<file path="config.mk">
export PLATFORM = sky130hd
export DESIGN_NAME = rr_arbiter_16
export DESIGN_NICKNAME = d
export VERILOG_FILES = /design/src/rtl/rr_arbiter_16.sv
export SDC_FILE = /design/constraint.sdc
export NUM_CORES = 1
export LEC_CHECK = 0
export CAP_MARGIN = 25
export CORE_MARGIN = 4
export CORE_UTILIZATION = 35
export CTS_BUF_LIST = sky130_fd_sc_hd__clkbuf_4 sky130_fd_sc_hd__clkbuf_8 sky130_fd_sc_hd__clkbuf_16
export CTS_CLUSTER_SIZE = 28
export DETAILED_ROUTE_END_ITERATION = 6
export PLACE_DENSITY = 0.58
export SLEW_MARGIN = 20
export SYNTH_ARGS = -nofsm -noshare
export SYNTH_HDL_FRONTEND = slang
export SYNTH_SLANG_ARGS = --single-unit
</file>
<file path="constraint.sdc">
create_clock -name wb_clk_i -period 5.1 [get_ports wb_clk_i]
set_input_delay 0.51 -clock wb_clk_i [delete_from_list [all_inputs] [get_ports wb_clk_i]]
set_output_delay 0.51 -clock wb_clk_i [all_outputs]
set_load 0.05 [all_outputs]
</file>
<file path="src/rtl/rr_arbiter_16.sv">
// -----------------------------------------------------------------------------
// rr_arbiter_16
//
// Sixteen-requester round-robin arbiter for one shared resource. A grant is
// held until the owner signals done, the owner drops its request, or the
// grant has been held TIMEOUT_CYCLES cycles. Priority rotates so the
// requester just above the last-served one is considered first.
//
// Parameters
//   TIMEOUT_CYCLES  maximum cycles a grant is held (1..65535), 0 = no timeout
//
// Ports
//   wb_clk_i        clock, rising edge
//   wb_rst_i        synchronous active-high reset
//   enable_i        allows new grants while high (never revokes a grant)
//   req_i[15:0]     level-sensitive requests
//   done_i          owner ends its tenure (only looked at while BUSY)
//   grant_o[15:0]   registered one-hot grant, zero when idle
//   grant_idx_o     registered index of the current/last grant
//   grant_valid_o   registered, a grant is active
//   timeout_o       registered one-cycle pulse when a grant is revoked by timeout
// -----------------------------------------------------------------------------
module rr_arbiter_16 #(
   parameter int unsigned TIMEOUT_CYCLES = 255
) (
   input  logic        wb_clk_i,
   input  logic        wb_rst_i,
   input  logic        enable_i,
   input  logic [15:0] req_i,
   input  logic        done_i,
   output logic [15:0] grant_o,
   output logic [3:0]  grant_idx_o,
   output logic        grant_valid_o,
   output logic        timeout_o
);

   typedef enum logic {
      IDLE = 1'b0,
      BUSY = 1'b1
   } state_e;

   localparam bit          TO_EN   = (TIMEOUT_CYCLES != 32'd0);
   // Release fires when the counter reaches TIMEOUT_CYCLES-1: the counter is
   // 0 in the first held cycle, so this yields exactly TIMEOUT_CYCLES cycles.
   localparam logic [15:0] TO_LAST = (TIMEOUT_CYCLES == 32'd0) ? 16'd0
                                     : 16'(TIMEOUT_CYCLES - 32'd1);

   // 4-to-16 one-hot decode
   function automatic logic [15:0] dec16(input logic [3:0] idx);
      logic [15:0] v;
      v = 16'h0001 << idx;
      return v;
   endfunction

   state_e      state_q,       state_d;
   logic [3:0]  last_idx_q,    last_idx_d;
   logic [15:0] cnt_q,         cnt_d;
   logic [15:0] grant_q,       grant_d;
   logic [3:0]  grant_idx_q,   grant_idx_d;
   logic        grant_valid_q, grant_valid_d;
   logic        timeout_q,     timeout_d;

   logic        win_found_s;
   logic [3:0]  win_idx_s;
   logic [3:0]  cand_s;
   logic        rel_done_s;
   logic        rel_abandon_s;
   logic        rel_timeout_s;
   logic        release_s;

   // Rotating-priority search: first set request above last_idx, wrapping.
   always_comb begin
      win_found_s = 1'b0;
      win_idx_s   = 4'h0;
      cand_s      = 4'h0;
      for (int i = 1; i <= 16; i++) begin
         cand_s = last_idx_q + 4'(i);
         if (!win_found_s && req_i[cand_s]) begin
            win_found_s = 1'b1;
            win_idx_s   = cand_s;
         end else begin
            win_found_s = win_found_s;
         end
      end
   end

   // Release causes while BUSY; done and abandon outrank the timeout.
   always_comb begin
      rel_done_s    = done_i;
      rel_abandon_s = ~req_i[grant_idx_q];
      rel_timeout_s = TO_EN && (cnt_q == TO_LAST);
      release_s     = rel_done_s | rel_abandon_s | rel_timeout_s;
   end

   // Next-state and next-output logic for the IDLE/BUSY FSM.
   always_comb begin
      state_d       = state_q;
      last_idx_d    = last_idx_q;
      cnt_d         = cnt_q;
      grant_d       = grant_q;
      grant_idx_d   = grant_idx_q;
      grant_valid_d = grant_valid_q;
      timeout_d     = 1'b0;

      case (state_q)
         IDLE: begin
            if (enable_i && win_found_s) begin
               state_d       = BUSY;
               grant_idx_d   = win_idx_s;
               grant_d       = dec16(win_idx_s);
               grant_valid_d = 1'b1;
               cnt_d         = 16'd0;
            end else begin
               grant_d       = 16'h0000;
               grant_valid_d = 1'b0;
            end
         end
         BUSY: begin
            if (cnt_q != 16'hFFFF) begin
               cnt_d = cnt_q + 16'd1;
            end else begin
               cnt_d = cnt_q;
            end
            if (release_s) begin
               state_d       = IDLE;
               grant_d       = 16'h0000;
               grant_valid_d = 1'b0;
               last_idx_d    = grant_idx_q;
               timeout_d     = rel_timeout_s & ~rel_done_s & ~rel_abandon_s;
            end else begin
               state_d = BUSY;
            end
         end
         default: begin
            state_d       = IDLE;
            grant_d       = 16'h0000;
            grant_valid_d = 1'b0;
         end
      endcase
   end

   // State and output registers with synchronous reset.
   always_ff @(posedge wb_clk_i) begin
      if (wb_rst_i) begin
         state_q       <= IDLE;
         last_idx_q    <= 4'hF;
         cnt_q         <= 16'd0;
         grant_q       <= 16'h0000;
         grant_idx_q   <= 4'h0;
         grant_valid_q <= 1'b0;
         timeout_q     <= 1'b0;
      end else begin
         state_q       <= state_d;
         last_idx_q    <= last_idx_d;
         cnt_q         <= cnt_d;
         grant_q       <= grant_d;
         grant_idx_q   <= grant_idx_d;
         grant_valid_q <= grant_valid_d;
         timeout_q     <= timeout_d;
      end
   end

   assign grant_o       = grant_q;
   assign grant_idx_o   = grant_idx_q;
   assign grant_valid_o = grant_valid_q;
   assign timeout_o     = timeout_q;

endmodule

</file>
==> results.yml, run 1 <==
outcome:
  status: "finished, final reports clean"
cts:
  clock_latency_ns: 0.29
  post-cts-setup-buffers: 0
  post_cts_resize_count: 0
  clk_pin_slew_worst_paths_ns: 0.06
  cts.sinks: 43
  clockBufferDepth: 2
  cts_tree: "yes"
  ctsHtreeMaxLevel: 2
  cts_hold_buf: 0
  cts-root-buf: "clkbuf_16"
  numCtsBuffers: 5
timing:
  finClkSkew_ns: 0.00652
  drv_slew: 0
  report.final.hold_viol_count: 0
  tightestPinTransition_ns: 0.897
  rsz0062_at_grt: "no"
  worst_slack_ns: 0.392
  finalSetupViolations: 0
  clock.fmax_ghz: 0.212
  final.setup.tns_ns: 0
  period_needed_ns: 4.71
  slew_headroom_pct: 40.0
  finalCritPeriodShare_pct: 92.3
routing:
  wl_per_cell_microns: 20.3
  drt_pass1_iterations: 5
  vias: 4618
  drc: 0
  ant_nets: 0
  routed_wl_microns: 15300
  viasPerCell: 6.12
  first_iter_violations: 359
global_route:
  antenna_found_initial: 0
  overflow: 0
  grt_start_max_net_pins: 31
  grt_pass1_vias: 4595
  grt_pass1_wl_microns: 25100
  grt_usage_pct: 19.6
final_layout:
  area_growth_pct: 15.0
  drive_gt1_share_pct: 18.0
  nets: 610
  multiInputGateArea_sq_um: 3650
  diodes: 0
  seqCellArea_sq_um: 861
  final_cells: 755
  n_fill_cell: 1366
  layout_common_cells: "nor2_1, dfxtp_1, clkdlybuf4s50_1"
  layout.cells.most_common: "nor2_1"
floorplan:
  rows: 42
  fp.dieArea_sq_um: 15500
  die_h_microns: 125
  core_sq_um: 13300
  boundaryPins: 42
  dieWidth_microns: 125
  start_util_pct: 35.8
synthesis:
  ys.flop_type: "dfxtp_1"
  synth_cell_types: 86
  yosysSeqAreaShare_pct: 18.1
  synth_warnings: 0
  synth_cells: 548
  syn_area_per_cell_sq_um: 8.68
  async_reset_ff_share_pct: 0
  yosysTopAreaCell: "dfxtp_1"
  synth_top_area_share_pct: 18.1
  synth-seq-cells: 43
  syn_nets: 578
  synth.area.top_cells: "dfxtp_1, mux4_2, mux2_2, mux2i_1, nor2_1"
  syn_area_sq_um: 4750
  synth_edf_count: 0
setup_path:
  worst-path-max-fanout: 12
  worstSetupPathType: "reg2reg"
  arrival_ns: 4.89
  worst_setup_path_end_kind: "register"
  path_common_cell: "mux2_2"
  cp_num_buf_inv: 1
  r2r_slack_ns: 0.39
  slowest_stage: "nor4_1"
  critical_path.top_delay_family: "multiplexers"
  critical_path_required_ns: 5.28
  cpPeakStageDelay_ns: 0.66
  start_kind: "register"
  worstPathCellList: "inv_1, ha_1, mux2_2, mux2_2, mux4_2, nor4_1, o21ai_0, a221o_1, o211ai_1, a2bb2oi_2, or3_1, o41ai_1"
hold_path:
  hp-class: "reg2reg"
place:
  numPortBuffers: 41
  preCtsSetupSlack_ns: 0.439
  gp_congestion: 1.02
  dp_hpwl_microns: 11400
  dpl.cell_count: 749
pwr:
  vdd_drop_max_uv: 226
  power.density_nw_per_um2: 452
  leakage_nw: 1.97
flow_run:
  max_cap_viol_count: 0
## cells by family (layout without fill, tap and decap cells)
kind of cell / count (synthesis) / after routing / synth area share, %
buffers and inverters: 49 / 80 / 5.10
flip-flops: 43 / 43 / 18.1
AND/OR/NAND/NOR: 202 / 202 / 21.4
XOR/XNOR: 22 / 22 / 4.37
multiplexers: 82 / 82 / 25.4
AO/OA/AOI/OAI: 140 / 140 / 23.1
adder cells (fa/ha/maj): 10 / 10 / 2.63
## per-stage QoR
step | hold WS [ns] | util [%] | cell area [sq um] | power [mW]
after floorplan | 0.475 | - | 4760 | 1.70
after global placement | 0.434 | 40.1 | 5340 | 2.14
after detailed placement | 0.441 | 40.1 | 5340 | 2.15
after CTS | 0.450 | 41.1 | 5470 | 2.46
after global routing | 0.479 | 41.1 | 5470 | 2.64
final | 0.446 | 41.1 | 5470 | 2.47
## registers in the layout, summed over array words and instances (netlist names)
name,count
timeout_o,1
grant_valid_o,1
last_idx_q,4
cnt_q,16
grant_o,16
grant_idx_o,4
state_q,1
## final cells by class
class / instances / area share [%]
Multi-Input combinational cell: 456 / 66.8
Clock buffer: 6 / 2.43
Tap cell: 176 / 4.03
Timing Repair Buffer: 59 / 9.97
Inverter: 15 / 1.08
Sequential cell: 43 / 15.7
## synthesized netlist by cell type, drive strengths merged (9+ instances only)
| master | instances |
|---|---|
| mux2i | 30 |
| nor2 | 58 |
| nand3 | 16 |
| ha | 10 |
| mux4 | 27 |
| clkbuf | 16 |
| xnor2 | 16 |
| buf | 18 |
| dfxtp | 43 |
| nand2 | 40 |
| a21oi | 27 |
| and2 | 11 |
| nor3 | 30 |
| o41ai | 9 |
| inv | 13 |
| o21ai | 27 |
| mux2 | 25 |
## worst paths after layout
check / startpoint / to / cells after the start
max reg2reg: last_idx_q[1] / grant_o[0] / 12
min: grant_valid_o / grant_valid_o / 2
max: last_idx_q[1] / grant_o[0] / 12
min reg2reg: grant_valid_o / grant_valid_o / 2
## metal layers
metal  vias up  GRT usage, %  routed length [microns]
met2       188          33.3                     7560
met4         0          6.77                      361
met3        32          3.04                     1020
met1      2224          25.2                     6360
li1       2174             -                        -
met5         -             0                        0
## worst min-delay path, stage by stage, from the launching register on
cell and delay [ns]:
dfxtp_1 0.31, nand2_1 0.05, nand2_1 0.04
## report_power, final
group / switching, mW / internal [mW]
clock network: 0.123 / 0.181
registers: 0.0395 / 0.367
logic: 1.11 / 0.654
total: 1.27 / 1.20
Power figures use the tool's default switching activity.
==> run 2: changes to the inputs <==
--- a/config.mk
+++ b/config.mk
@@ -7,12 +7,11 @@
 export LEC_CHECK = 0
 export CAP_MARGIN = 25
 export CORE_MARGIN = 4
-export CORE_UTILIZATION = 35
+export CORE_UTILIZATION = 40
 export CTS_BUF_LIST = sky130_fd_sc_hd__clkbuf_4 sky130_fd_sc_hd__clkbuf_8 sky130_fd_sc_hd__clkbuf_16
 export CTS_CLUSTER_SIZE = 28
 export DETAILED_ROUTE_END_ITERATION = 6
-export PLACE_DENSITY = 0.58
-export SLEW_MARGIN = 20
+export PLACE_DENSITY = 0.64
 export SYNTH_ARGS = -nofsm -noshare
 export SYNTH_HDL_FRONTEND = slang
 export SYNTH_SLANG_ARGS = --single-unit
==> results.yml, run 2 (synthesized netlist as in run 1, its figures left out) <==
final_layout:
  utilization_pct: 47.3
  layout.cells.most_common: "nor2_1"
  n_fill_cell: 1117
  layout_common_cells: "nor2_1, dfxtp_1, clkdlybuf4s50_1"
  area_growth_pct: 14.6
  drive_gt1_share_pct: 18.0
  nets: 609
  diodes: 0
floorplan:
  rows: 39
  boundaryPins: 42
  die_h_microns: 117
  fp.dieArea_sq_um: 13700
  core_sq_um: 11500
  dieWidth_microns: 117
  start_util_pct: 41.3
pwr:
  p_sw_share_pct: 50.3
  power_frac_comb_pct: 70.2
  power_frac_seq_pct: 16.1
  power.density_nw_per_um2: 465
  p_int_mw: 1.26
  leakage_nw: 1.98
  switchingPower_mw: 1.28
  power_mw: 2.53
  vdd_drop_max_uv: 257
  clkPwrFrac_pct: 13.8
cts:
  clk_pin_slew_worst_paths_ns: 0.06
  cts_hold_buf: 0
  numCtsBuffers: 5
  post_cts_resize_count: 0
  clock_latency_ns: 0.28
  ctsHtreeMaxLevel: 2
  cts_tree: "yes"
  clockBufferDepth: 2
  cts-root-buf: "clkbuf_16"
  cts.sinks: 43
  post-cts-setup-buffers: 0
routing:
  viasPerCell: 6.46
  drc: 0
  routed_wl_microns: 15200
  ant_nets: 0
  wl_per_cell_microns: 21.0
  vias: 4666
  drt_pass1_iterations: 5
  first_iter_violations: 396
timing:
  worst_slack_ns: 0.219
  clock.fmax_ghz: 0.205
  drv_slew: 0
  final.setup.tns_ns: 0
  report.final.hold_viol_count: 0
  finalSetupViolations: 0
  slew_headroom_pct: 34.7
  finalCritPeriodShare_pct: 95.7
  tightestPinTransition_ns: 0.973
  finalHoldWorstSlack_ns: 0.448
  period_needed_ns: 4.88
  finClkSkew_ns: 0.00428
  rsz0062_at_grt: "no"
flow_run:
  max_cap_viol_count: 0
global_route:
  grt_usage_pct: 22.4
  grt_start_max_net_pins: 32
  antenna_found_initial: 0
  grt_pass1_wl_microns: 24200
  overflow: 0
  grt_pass1_vias: 4520
setup_path:
  worst-path-max-fanout: 13
  worst_setup_path_end_kind: "register"
  critical_path_required_ns: 5.28
  r2r_slack_ns: 0.22
  start_kind: "register"
  worstSetupPathType: "reg2reg"
  arrival_ns: 5.06
place:
  preCtsSetupSlack_ns: 0.391
  numPortBuffers: 41
  gp_congestion: 0.958
  dp_hpwl_microns: 11500
hold_path:
  hp-class: "reg2reg"
outcome:
  status: "finished, final reports clean"
## run 2: cell count changes in the layout (fill, tap and decap cells not counted), sizes merged
cell | previous run | this run
buf | 18 | 17
bufinv | 0 | 1
## run 2: critical path: stages (launching register included)
cell and delay, ns:
dfxtp_1 0.33, inv_1 0.05, ha_1 0.69, mux2_2 0.44, mux2_2 0.31, mux4_2 0.57, nor4_1 0.84, o21ai_0 0.18
a221o_1 0.36, o211ai_1 0.14, a2bb2oi_2 0.18, or3_1 0.44, o41ai_1 0.24
## run 2: per-stage QoR
stage,std cells,area [sq um]
after global placement,715,5290
after floorplan,548,4760
final,722,5450
after detailed placement,715,5290
after global routing,722,5450
after CTS,722,5450
## run 2: layer usage
metal | global-route usage (%) | up-vias | routed length [microns]
met3 | 3.29 | 34 | 1010
met2 | 35.9 | 191 | 7080
li1 | - | 2175 | -
met4 | 8.87 | 0 | 512
met1 | 30.5 | 2266 | 6560
met5 | 0 | - | 0
## run 2: final cells by class
class | count | area, sq um | area share (%)
repair buffers | 58 | 538 | 9.87
inverters | 15 | 58.8 | 1.08
clock inverters | 1 | 30.0 | 0.551
well taps | 143 | 179 | 3.28
flip-flops and latches | 43 | 861 | 15.8
multi-input cells | 456 | 3650 | 67.0
clock buffers | 6 | 133 | 2.43
## run 2: path summary, 6_finish.rpt
kind | start | to | cells past startpoint
hold / removal | grant_valid_o | grant_valid_o | 2
hold reg to reg | grant_valid_o | grant_valid_o | 2
setup / recovery | last_idx_q[1] | grant_o[0] | 12
setup reg to reg | last_idx_q[1] | grant_o[0] | 12
## run 2: power by group through the flow
stage / Sequential, mW / Clock, mW / Combinational [mW]
2_1_floorplan: 0.480 / 0 / 1.22
3_3_place_gp: 0.416 / 0 / 1.75
3_5_place_dp: 0.417 / 0 / 1.74
6_report: 0.407 / 0.349 / 1.78
4_1_cts: 0.410 / 0.359 / 1.75
5_1_grt: 0.414 / 0.376 / 1.91
==> run 3: changes to the inputs <==
==> config.mk (replaced) <==
export PLATFORM = sky130hd
export DESIGN_NAME = rr_arbiter_16
export DESIGN_NICKNAME = d
export VERILOG_FILES = /design/src/rtl/rr_arbiter_16.sv
export SDC_FILE = /design/constraint.sdc
export NUM_CORES = 1
export LEC_CHECK = 0
export CORE_MARGIN = 4
export CORE_UTILIZATION = 45
export CTS_BUF_LIST = sky130_fd_sc_hd__clkbuf_4 sky130_fd_sc_hd__clkbuf_8 sky130_fd_sc_hd__clkbuf_16
export CTS_CLUSTER_SIZE = 28
export DETAILED_ROUTE_END_ITERATION = 6
export MAX_ROUTING_LAYER = met4
export PLACE_DENSITY = 0.7
export SYNTH_ARGS = -nofsm -noshare
export SYNTH_HDL_FRONTEND = slang
export SYNTH_SLANG_ARGS = --single-unit
==> results.yml, run 3 (synthesized netlist as in run 1, its figures left out) <==
cts:
  clock_latency_ns: 0.30
  cts_hold_buf: 0
  cts_tree: "yes"
  post_cts_resize_count: 0
  cts.sinks: 43
  post-cts-setup-buffers: 0
  clk_pin_slew_worst_paths_ns: 0.09
  numCtsBuffers: 5
  cts-root-buf: "clkbuf_8"
  clockBufferDepth: 2
  ctsHtreeMaxLevel: 2
global_route:
  grt_usage_pct: 24.5
  grt_pass1_vias: 4495
  antenna_found_initial: 0
  grt_pass1_wl_microns: 24200
  grt_start_max_net_pins: 31
  overflow: 0
setup_path:
  worstSetupPathType: "reg2reg"
  worst_setup_path_end_kind: "register"
  worst-path-max-fanout: 12
  critical_path_required_ns: 5.30
  arrival_ns: 4.96
  r2r_cells: 13
  start_kind: "register"
final_layout:
  nets: 607
  area_growth_pct: 13.1
  multiInputGateArea_sq_um: 3650
  layout.cells.most_common: "nor2_1"
  seqCellArea_sq_um: 861
  drive_gt1_share_pct: 17.8
  final_cells: 714
  diodes: 0
  n_fill_cell: 950
  layout_common_cells: "nor2_1, dfxtp_1, clkdlybuf4s50_1"
routing:
  drt_pass1_iterations: 5
  viasPerCell: 6.55
  routed_wl_microns: 15000
  ant_nets: 0
  drc: 0
  first_iter_violations: 497
  wl_per_cell_microns: 21.0
  vias: 4680
pwr:
  power.density_nw_per_um2: 457
  vdd_drop_max_uv: 206
  leakage_nw: 1.95
timing:
  slew_headroom_pct: 34.6
  finClkSkew_ns: 0.0113
  drv_slew: 0
  final.setup.tns_ns: 0
  tightestPinTransition_ns: 0.977
  report.final.hold_viol_count: 0
  period_needed_ns: 4.76
  finalCritPeriodShare_pct: 93.4
  finalSetupViolations: 0
  clock.fmax_ghz: 0.210
  rsz0062_at_grt: "no"
flow_run:
  max_cap_viol_count: 0
floorplan:
  rows: 37
  dieWidth_microns: 111
  core_sq_um: 10300
  die_h_microns: 111
  start_util_pct: 46.1
  fp.dieArea_sq_um: 12300
  boundaryPins: 42
hold_path:
  hp-class: "reg2reg"
  hold_depth: 2
place:
  gp_congestion: 0.990
  dpl.cell_count: 706
  dp_hpwl_microns: 11400
  numPortBuffers: 41
outcome:
  status: "finished, final reports clean"
[run 3: worst paths after layout]
kind | from | endpoint | slack, ns
setup / recovery | last_idx_q[1] | grant_o[7] | 0.34
hold / removal | grant_o[4] | grant_o[4] | 0.46
setup reg to reg | last_idx_q[1] | grant_o[7] | 0.34
hold reg to reg | grant_o[4] | grant_o[4] | 0.46
[run 3: per-stage QoR]
step | utilization [%] | worst slack [ns] | area [sq um] | total power [mW] | hold WS, ns
after floorplan | - | 0.135 | 4760 | 1.70 | 0.475
after global placement | 51.0 | 0.496 | 5260 | 2.16 | 0.432
after detailed placement | 51.0 | 0.417 | 5260 | 2.15 | 0.447
after CTS | 52.1 | 0.380 | 5380 | 2.43 | 0.461
after global routing | 52.1 | 0.0736 | 5380 | 2.61 | 0.481
final | 52.1 | 0.339 | 5380 | 2.46 | 0.461
[run 3: worst max-delay path: stages (launching register included)]
cell,delay [ns]
dfxtp_1,0.36
inv_1,0.07
ha_1,0.65
buf_4,0.28
mux4_2,0.35
mux2i_1,0.30
mux2i_1,0.17
or3_4,0.45
or3_4,0.41
and3b_1,0.38
nor3_1,0.13
o32ai_4,0.58
inv_4,0.14
o41ai_2,0.36
[run 3: cell type report]
cell class / instances / share of cell area [%]
Clock buffer: 5 / 1.28
Clock inverter: 3 / 0.815
Inverter: 15 / 1.09
Multi-Input combinational cell: 456 / 67.9
Sequential cell: 43 / 16.0
Tap cell: 136 / 3.16
Timing Repair Buffer: 56 / 9.73
[run 3: layer usage]
metal	vias to the layer above	GRT usage (%)	wire [microns]
li1	2175	-	-
met1	2270	33.1	6490
met2	191	38.6	7030
met3	44	3.44	1060
met4	0	6.73	443
met5	-	-	0
[run 3: power breakdown]
part	internal (mW)	switching, mW	total, mW
combinational	0.650	1.13	1.78
sequential	0.367	0.0428	0.409
clock	0.146	0.117	0.262
